`src/rtl/subservient_dbg_arb.sv`:
```
// Debug/CPU arbiter for the byte-wide SRAM: debug Wishbone 32-bit accesses become four byte cycles.
// Optional macro SUBSERVIENT_DBG_READ_EN adds debug reads; without it debug reads ack at once with zero data.
//
// state  | meaning
// IDLE   | CPU passthrough when not debug-owned; wait for debug strobe
// WR     | write byte lane `lane` of the debug word
// RD     | issue read of byte lane `lane`, capture previous lane's data
// RDLAST | capture byte lane 3 returned by the SRAM
// ACK    | one-cycle debug acknowledge
module subservient_dbg_arb #(
   parameter int memsize = 8192,
   parameter int aw      = $clog2(memsize)
) (
   input  logic          i_clk,
   input  logic          i_rst,
   input  logic          i_debug_mode,
   input  logic [31:0]   i_wb_dbg_adr,
   input  logic [31:0]   i_wb_dbg_dat,
   input  logic [3:0]    i_wb_dbg_sel,
   input  logic          i_wb_dbg_we,
   input  logic          i_wb_dbg_stb,
   output logic [31:0]   o_wb_dbg_rdt,
   output logic          o_wb_dbg_ack,
   input  logic [aw-1:0] i_cpu_waddr,
   input  logic [7:0]    i_cpu_wdata,
   input  logic          i_cpu_wen,
   input  logic [aw-1:0] i_cpu_raddr,
   input  logic          i_cpu_ren,
   output logic [7:0]    o_cpu_rdata,
   output logic [aw-1:0] o_sram_waddr,
   output logic [7:0]    o_sram_wdata,
   output logic          o_sram_wen,
   output logic [aw-1:0] o_sram_raddr,
   output logic          o_sram_ren,
   input  logic [7:0]    i_sram_rdata
);

`ifdef SUBSERVIENT_DBG_READ_EN
   typedef enum logic [2:0] {S_IDLE, S_WR, S_RD, S_RDLAST, S_ACK} state_t;
`else
   typedef enum logic [2:0] {S_IDLE, S_WR, S_ACK} state_t;
`endif

   state_t          state, state_nxt;
   logic [1:0]      lane, lane_nxt;
   logic            dbg_own;
   logic [aw-3:0]   word;
   logic            unused_adr;

   assign word        = i_wb_dbg_adr[aw-1:2];
   assign unused_adr  = &{1'b0, i_wb_dbg_adr[31:aw], i_wb_dbg_adr[1:0]};
   assign o_cpu_rdata = i_sram_rdata;

   // Ownership is only re-evaluated between transactions so a debug access always completes.
   always_ff @(posedge i_clk or posedge i_rst) begin
      if (i_rst) begin
         state   <= S_IDLE;
         lane    <= 2'd0;
         dbg_own <= 1'b1;
      end else begin
         state <= state_nxt;
         lane  <= lane_nxt;
         if (state == S_IDLE)
            dbg_own <= i_debug_mode;
      end
   end

   always_comb begin
      state_nxt    = state;
      lane_nxt     = lane;
      o_wb_dbg_ack = 1'b0;
      o_sram_waddr = i_cpu_waddr;
      o_sram_wdata = i_cpu_wdata;
      o_sram_wen   = i_cpu_wen & ~dbg_own;
      o_sram_raddr = i_cpu_raddr;
      o_sram_ren   = i_cpu_ren & ~dbg_own;
      case (state)
         S_IDLE: begin
            if (dbg_own && i_wb_dbg_stb) begin
               lane_nxt = 2'd0;
`ifdef SUBSERVIENT_DBG_READ_EN
               state_nxt = i_wb_dbg_we ? S_WR : S_RD;
`else
               state_nxt = i_wb_dbg_we ? S_WR : S_ACK;
`endif
            end
         end
         S_WR: begin
            o_sram_waddr = {word, lane};
            o_sram_wdata = i_wb_dbg_dat[{lane, 3'b000} +: 8];
            o_sram_wen   = i_wb_dbg_sel[lane];
            lane_nxt     = lane + 2'd1;
            if (lane == 2'd3)
               state_nxt = S_ACK;
         end
`ifdef SUBSERVIENT_DBG_READ_EN
         S_RD: begin
            o_sram_raddr = {word, lane};
            o_sram_ren   = 1'b1;
            lane_nxt     = lane + 2'd1;
            if (lane == 2'd3)
               state_nxt = S_RDLAST;
         end
         S_RDLAST: state_nxt = S_ACK;
`endif
         S_ACK: begin
            o_wb_dbg_ack = 1'b1;
            state_nxt    = S_IDLE;
         end
         default: state_nxt = S_IDLE;
      endcase
   end

`ifdef SUBSERVIENT_DBG_READ_EN
   logic [31:0] rdt;
   logic [1:0]  lane_m1;

   assign lane_m1 = lane - 2'd1;

   // SRAM data lags the address by one cycle, so each RD cycle stores the previous lane.
   always_ff @(posedge i_clk or posedge i_rst) begin
      if (i_rst)
         rdt <= 32'd0;
      else if (state == S_RD && lane != 2'd0)
         rdt[{lane_m1, 3'b000} +: 8] <= i_sram_rdata;
      else if (state == S_RDLAST)
         rdt[31:24] <= i_sram_rdata;
   end

   assign o_wb_dbg_rdt = rdt;
`else
   assign o_wb_dbg_rdt = 32'd0;
`endif

endmodule

```
`config.mk`:
```
export PLATFORM = sky130hd
export DESIGN_NAME = subservient_dbg_arb
export DESIGN_NICKNAME = d
export VERILOG_FILES = /design/src/rtl/subservient_dbg_arb.sv
export SDC_FILE = /design/constraint.sdc
export NUM_CORES = 1
export LEC_CHECK = 0
export BUFFER_PORTS_ARGS = -buffer_cell sky130_fd_sc_hd__buf_4
export CELL_PAD_IN_SITES_DETAIL_PLACEMENT = 0
export CELL_PAD_IN_SITES_GLOBAL_PLACEMENT = 1
export CORE_MARGIN = 1
export CORE_UTILIZATION = 17
export DETAILED_ROUTE_END_ITERATION = 8
export GPL_TIMING_DRIVEN = 0
export PLACE_DENSITY = 0.79
export SYNTH_ARGS = -nofsm -noshare
export SYNTH_HDL_FRONTEND = slang
export SYNTH_SLANG_ARGS = --single-unit
```
`constraint.sdc`:
```
create_clock -name i_clk -period 1.35 [get_ports i_clk]
set_input_delay 0.27 -clock i_clk [delete_from_list [all_inputs] [get_ports i_clk]]
set_output_delay 0.27 -clock i_clk [all_outputs]
set_load 0.05 [all_outputs]
```
# [Word level (Yosys, flattened, before mapping)]
# Index checks and enable logic that the tools add are counted.
# Widths: inputs -> output; s select.
[totals] register_bits=6 output_inout_bits=77 in_bits=117
[classes] n_mux=12 magnitude_cmp=1 addsub=1 n_eq_ne=5 reduce_logical=5 bitwise_logic=3 shift=1
[ops] cell="$shiftx 32x6->8" n=1
[ops] cell="$mux 13" n=1
[ops] cell="$mux 8" n=1
[ops] cell="$mux 3" n=2
[ops] cell="$pmux 3 s2" n=1
[ops] cell="$mux 2" n=2
[ops] cell="$pmux 2 s2" n=1
[ops] cell="$reduce_and 2->1" n=2
[ops] cell="$eq 3x1->1 const B" n=1
[ops] cell="$eq 3x2->1 const B" n=1
[ops] cell="$logic_not 3->1" n=1
[ops] cell="$lt 2x3->1 const B" n=1
[ops] cell="$mux 1" n=3
[ops] cell="$add 2x1->2 const B" n=1
[ops] cell="$and 1x1->1" n=2
[ops] cell="$bmux 1 s2" n=1
[ops] cell="$eq 2x2->1 const B" n=1
[ops] cell="$ne 2x1->1 const B" n=1
[ops] cell="$ne 2x2->1 const B" n=1
[ops] cell="$reduce_bool 2->1" n=1
[ops] cell="$logic_and 1x1->1" n=1
[ops] cell="$not 1->1" n=1

# [Logic depth before layout (Yosys ltp)]
[logic_depth] depth_word=3 depth_mapped=6 ltp_nobuf=3

# [Worst setup path before layout]
# Ideal clock, no wire load.
[synth_path] path_type="flip-flop to output port" from="register state[0]" to="output port o_sram_wdata[0]" arrival_ns=1.368 stages_incl_launch_ff=7 n_path_buf=3 setup_slack_ns=-0.288 required_time_ns=1.080 cell_sequence="dfrtp_1 -> buf_6 -> nor2b_4 -> buf_6 -> nand2b_2 -> buf_6 -> o221ai_2"
[synth_between] elab_chain_cells=2
[synth_lines] item="from (decl)" line="44" source="state_t state, state_nxt;"
[synth_lines] item="from (signal assigned)" line="61" source="state <= state_nxt;"
[synth_lines] item="$eq 3x1->1" line="77" source="case (state)"
[synth_lines] item="$mux 8" line="77"
[synth_lines] item="to (decl)" line="31" source="output logic [7:0] o_sram_wdata,"
# Every way passes these cells.

# [Worst setup path in the final report]
[layout_path] from="register state[1]" to="output port o_sram_wdata[5]"
# Same word-level chain as after synthesis.

==> results_dict.tcl <==
set metrics [dict create \
    first_global_vias 1501 \
    postSynth.topFlopCell "sky130_fd_sc_hd__dfrtp_1" \
    viasPerCell 3.74 \
    yosys_warnings 0 \
    count_of_inserted_antenna_diode_cells 0 \
    run_status "finished with violations" \
    synth_most_common_cell "sky130_fd_sc_hd__buf_4" \
    timing.final.ws_setup_ns -0.429 \
    final.setup.tns_ns -8.00 \
    post_drt_wl_per_cell_um 11.3 \
    grt_start_max_net_pins 11 \
    htreeDepth 1 \
    yosysSeqAreaShare_pct 10.2 \
    final_layout_size_suffix_gt1_share_pct 78.9 \
    dp_hpwl_um 3600 \
    cell_breakdown_of_the_critical_path "nand2b_4 -> buf_4 -> buf_8 -> nand2_1 -> o221ai_4 -> buf_6" \
    die_outline_area_sq_um 7620 \
    finalSetupViolations 23 \
    chipHeight_um 87.3 \
    port_buffers 119 \
    grt_util_all_layers_pct 10.8 \
    min_to "dbg_own$_DFFE_PP1N_" \
    setup.worst_path.class "reg -> out" \
    tritoncts "yes" \
    post_synth_main_area_contributors "sky130_fd_sc_hd__buf_4 34%, sky130_fd_sc_hd__mux2i_1 15%, sky130_fd_sc_hd__nand2_1 15%, sky130_fd_sc_hd__o221ai_2 11%, sky130_fd_sc_hd__dfrtp_1 8.1%" \
    design_power_total_w 0.00668 \
    max_clock_freq_mhz 562 \
    final.setup_skew_ns 0.00296 \
    cp.buffers_inverters 3 \
    floorplan.rows 30 \
    list_of_most_frequent_post_synthesis_cells "56 x sky130_fd_sc_hd__buf_4, 48 x sky130_fd_sc_hd__nand2_1, 18 x sky130_fd_sc_hd__mux2i_1" \
    critical_path.max_fanout 7 \
    avgSynthCellArea_sq_um 7.59 \
    route.detailed.drc 0 \
    min_delay_path_depth 2 \
    rr_worst_depth 7 \
    finalWeightedCongestion 0.646 \
    r2r-start "state[0]$_DFFE_PP0P_" \
    clock_path_buffers 2 \
    grt_overflow 0 \
    ff2ff_setup_slack_ns 0.04 \
    yosysUniqueCellTypes 23 \
    critical_path_required_ns 1.08 \
    ctsRootBufferMaster "sky130_fd_sc_hd__clkbuf_8" \
    maxCapViolations 0 \
    layout-area-overhead-vs-synth_pct 156 \
    grt_setup_unrepaired "yes" \
    antenna_violations_before_repair 0 \
    period_minus_slack_ns 1.78 \
    timing.hold.worst.start "i_debug_mode" \
    worst_r2r_endpoint "lane[1]$_DFFE_PP0P_" \
    violations "negative setup slack" \
    slew_violations 0 \
    power_density_nw_per_um2 2110 \
    detail_route.wirelength_um 4820 \
    delay_of_the_slowest_cell_on_the_worst_path_ns 0.45 \
    core_area_sq_um 6910 \
    post-synth-top-area-cell "sky130_fd_sc_hd__buf_4" \
    holdCritPathClass "in -> reg" \
    synth_async_sr_flop_share_pct 100 \
    postRouteAntennaNets 0 \
    vdd.ir_drop.worst_mv 1.23 \
    largest_delay_contributor_family_on_the_critical_path "flip-flops" \
    synth.cell_area_sq_um 1240 \
    detail_route.first_pass.iterations 3 \
    hold_viol_final 0 \
    worst_ep_arrival_time_ns 1.51 \
    cts_num_sinks 5 \
    synth-seq-cells 5 \
    detailroute.via_count 1595 \
    clkLatencyLatePin_ns 0.22 \
    worst_setup_path_end_kind "output pin" \
    static-leakage-power_nw 1.66 \
    die_w_um 87.3 \
    clkSlewWorstSetupHoldPaths_ns 0.03 \
    yosys.area.top_type_share_pct 34.0 \
    period_share_pct 132 \
    synthesis.instances 163 \
    synth_edf_count 0 \
    floorplan.initialDensity_pct 17.9 \
    critical_path.slowest_cell "sky130_fd_sc_hd__dfrtp_2" \
    detailedRoute.firstIterationViolations 20 \
    final_net_count 450 \
    ioPinCount 194 \
    grt_first_pass_wirelength_um 6520 \
    critPathLaunchType "register" \
    cts_made_buffers 3 \
]
[report_power, final]
part	switching [W]	internal, W	leakage [nW]
Clock	0.0000739	0.000203	0.0228
Combinational	0.00335	0.00272	1.58
Sequential	0.000112	0.000235	0.0588
[cells in the final DEF (no fill, tap or decap), types with 3 or more instances in the layout]
master	n
sky130_fd_sc_hd__buf_12	3
sky130_fd_sc_hd__buf_4	156
sky130_fd_sc_hd__buf_6	17
sky130_fd_sc_hd__buf_8	15
sky130_fd_sc_hd__clkbuf_8	3
sky130_fd_sc_hd__conb_1	32
sky130_fd_sc_hd__mux2i_1	3
sky130_fd_sc_hd__mux2i_2	14
sky130_fd_sc_hd__nand2_1	17
sky130_fd_sc_hd__nand2_2	4
sky130_fd_sc_hd__nand2_4	27
sky130_fd_sc_hd__nor2_1	4
sky130_fd_sc_hd__o21ai_0	3
sky130_fd_sc_hd__o221ai_4	9
[cells by family after synthesis]
family	Yosys count	share of synthesized area, %
AO/OA/AOI/OAI	14	13.2
adder cells (fa/ha/maj)	1	1.01
buffers and inverters	62	37.8
flip-flops	5	10.2
multiplexers	20	16.4
other	1	0.303
AND/OR/NAND/NOR	60	21.0
[metrics by stage]
stage	cells	instance area, sq um	worst slack (ns)	hold slack, ns	util (%)
after floorplan	194	1570	-0.168	0.0478	-
after detailed placement	409	2580	-0.466	0.184	37.4
after CTS	424	3030	-0.461	0.287	43.9
after global routing	427	3170	-0.485	0.295	45.9
final	427	3170	-0.429	0.290	45.9
after global placement	409	2580	-0.444	0.178	37.4
[per-layer routing]
metal  part of all wire (%)  vias up  wire [um]  global-route usage (%)
met4                   0.35        0         17                    2.83
met1                     34      695       1630                    11.2
met2                     56      108       2680                    21.8
met3                     10        2        492                    2.09
met5                      0        -          0                       0
li1                       -      790          -                       -
[worst reg2reg max path, cell delays in order (launching register included)]
cell                        delay [ns]
sky130_fd_sc_hd__dfrtp_1          0.39
sky130_fd_sc_hd__nor2b_4          0.13
sky130_fd_sc_hd__buf_6            0.14
sky130_fd_sc_hd__buf_6            0.13
sky130_fd_sc_hd__clkbuf_16        0.16
sky130_fd_sc_hd__buf_4            0.14
sky130_fd_sc_hd__nand2_1          0.06
sky130_fd_sc_hd__nand2_1          0.05
[worst max-delay path by stage]
stage,startpoint,cells past startpoint,endpoint
CTS,lane[0]$_DFFE_PP0P_,4,o_sram_wdata[5]
detailed placement,lane[0]$_DFFE_PP0P_,4,o_sram_wdata[2]
global placement,lane[0]$_DFFE_PP0P_,4,o_sram_wdata[2]
global route,state[1]$_DFFE_PP0P_,6,o_sram_wdata[6]
finish,state[1]$_DFFE_PP0P_,6,o_sram_wdata[5]
floorplan,state[0]$_DFFE_PP0P_,6,o_sram_wdata[0]
[registers in the layout, indices dropped and copies added (netlist names)]
register  count
state         2
dbg_own       1
lane          2
[final cells by class]
type                    count  area [sq um]
multi-input cells         127          1170
plain buffers              60           505
inverters                   1          3.75
repair buffers            134          1200
clock buffers               4          45.0
fillers                   677          3730
flip-flops and latches      5           129
well taps                  96           120
[what timing repair did]
| item | CTS | global route |
|---|---|---|
| hold endpoints to repair | 4 | 0 |
| resized for setup | 76 | 28 |
| buffers inserted | 9 | 4 |
| endpoints found under the setup margin | 23 | 26 |
| hold buffers | 1 | 0 |
| gates cloned | 1 | 2 |
| pin swaps | 6 | 17 |
(Power assumes the default switching activity.)
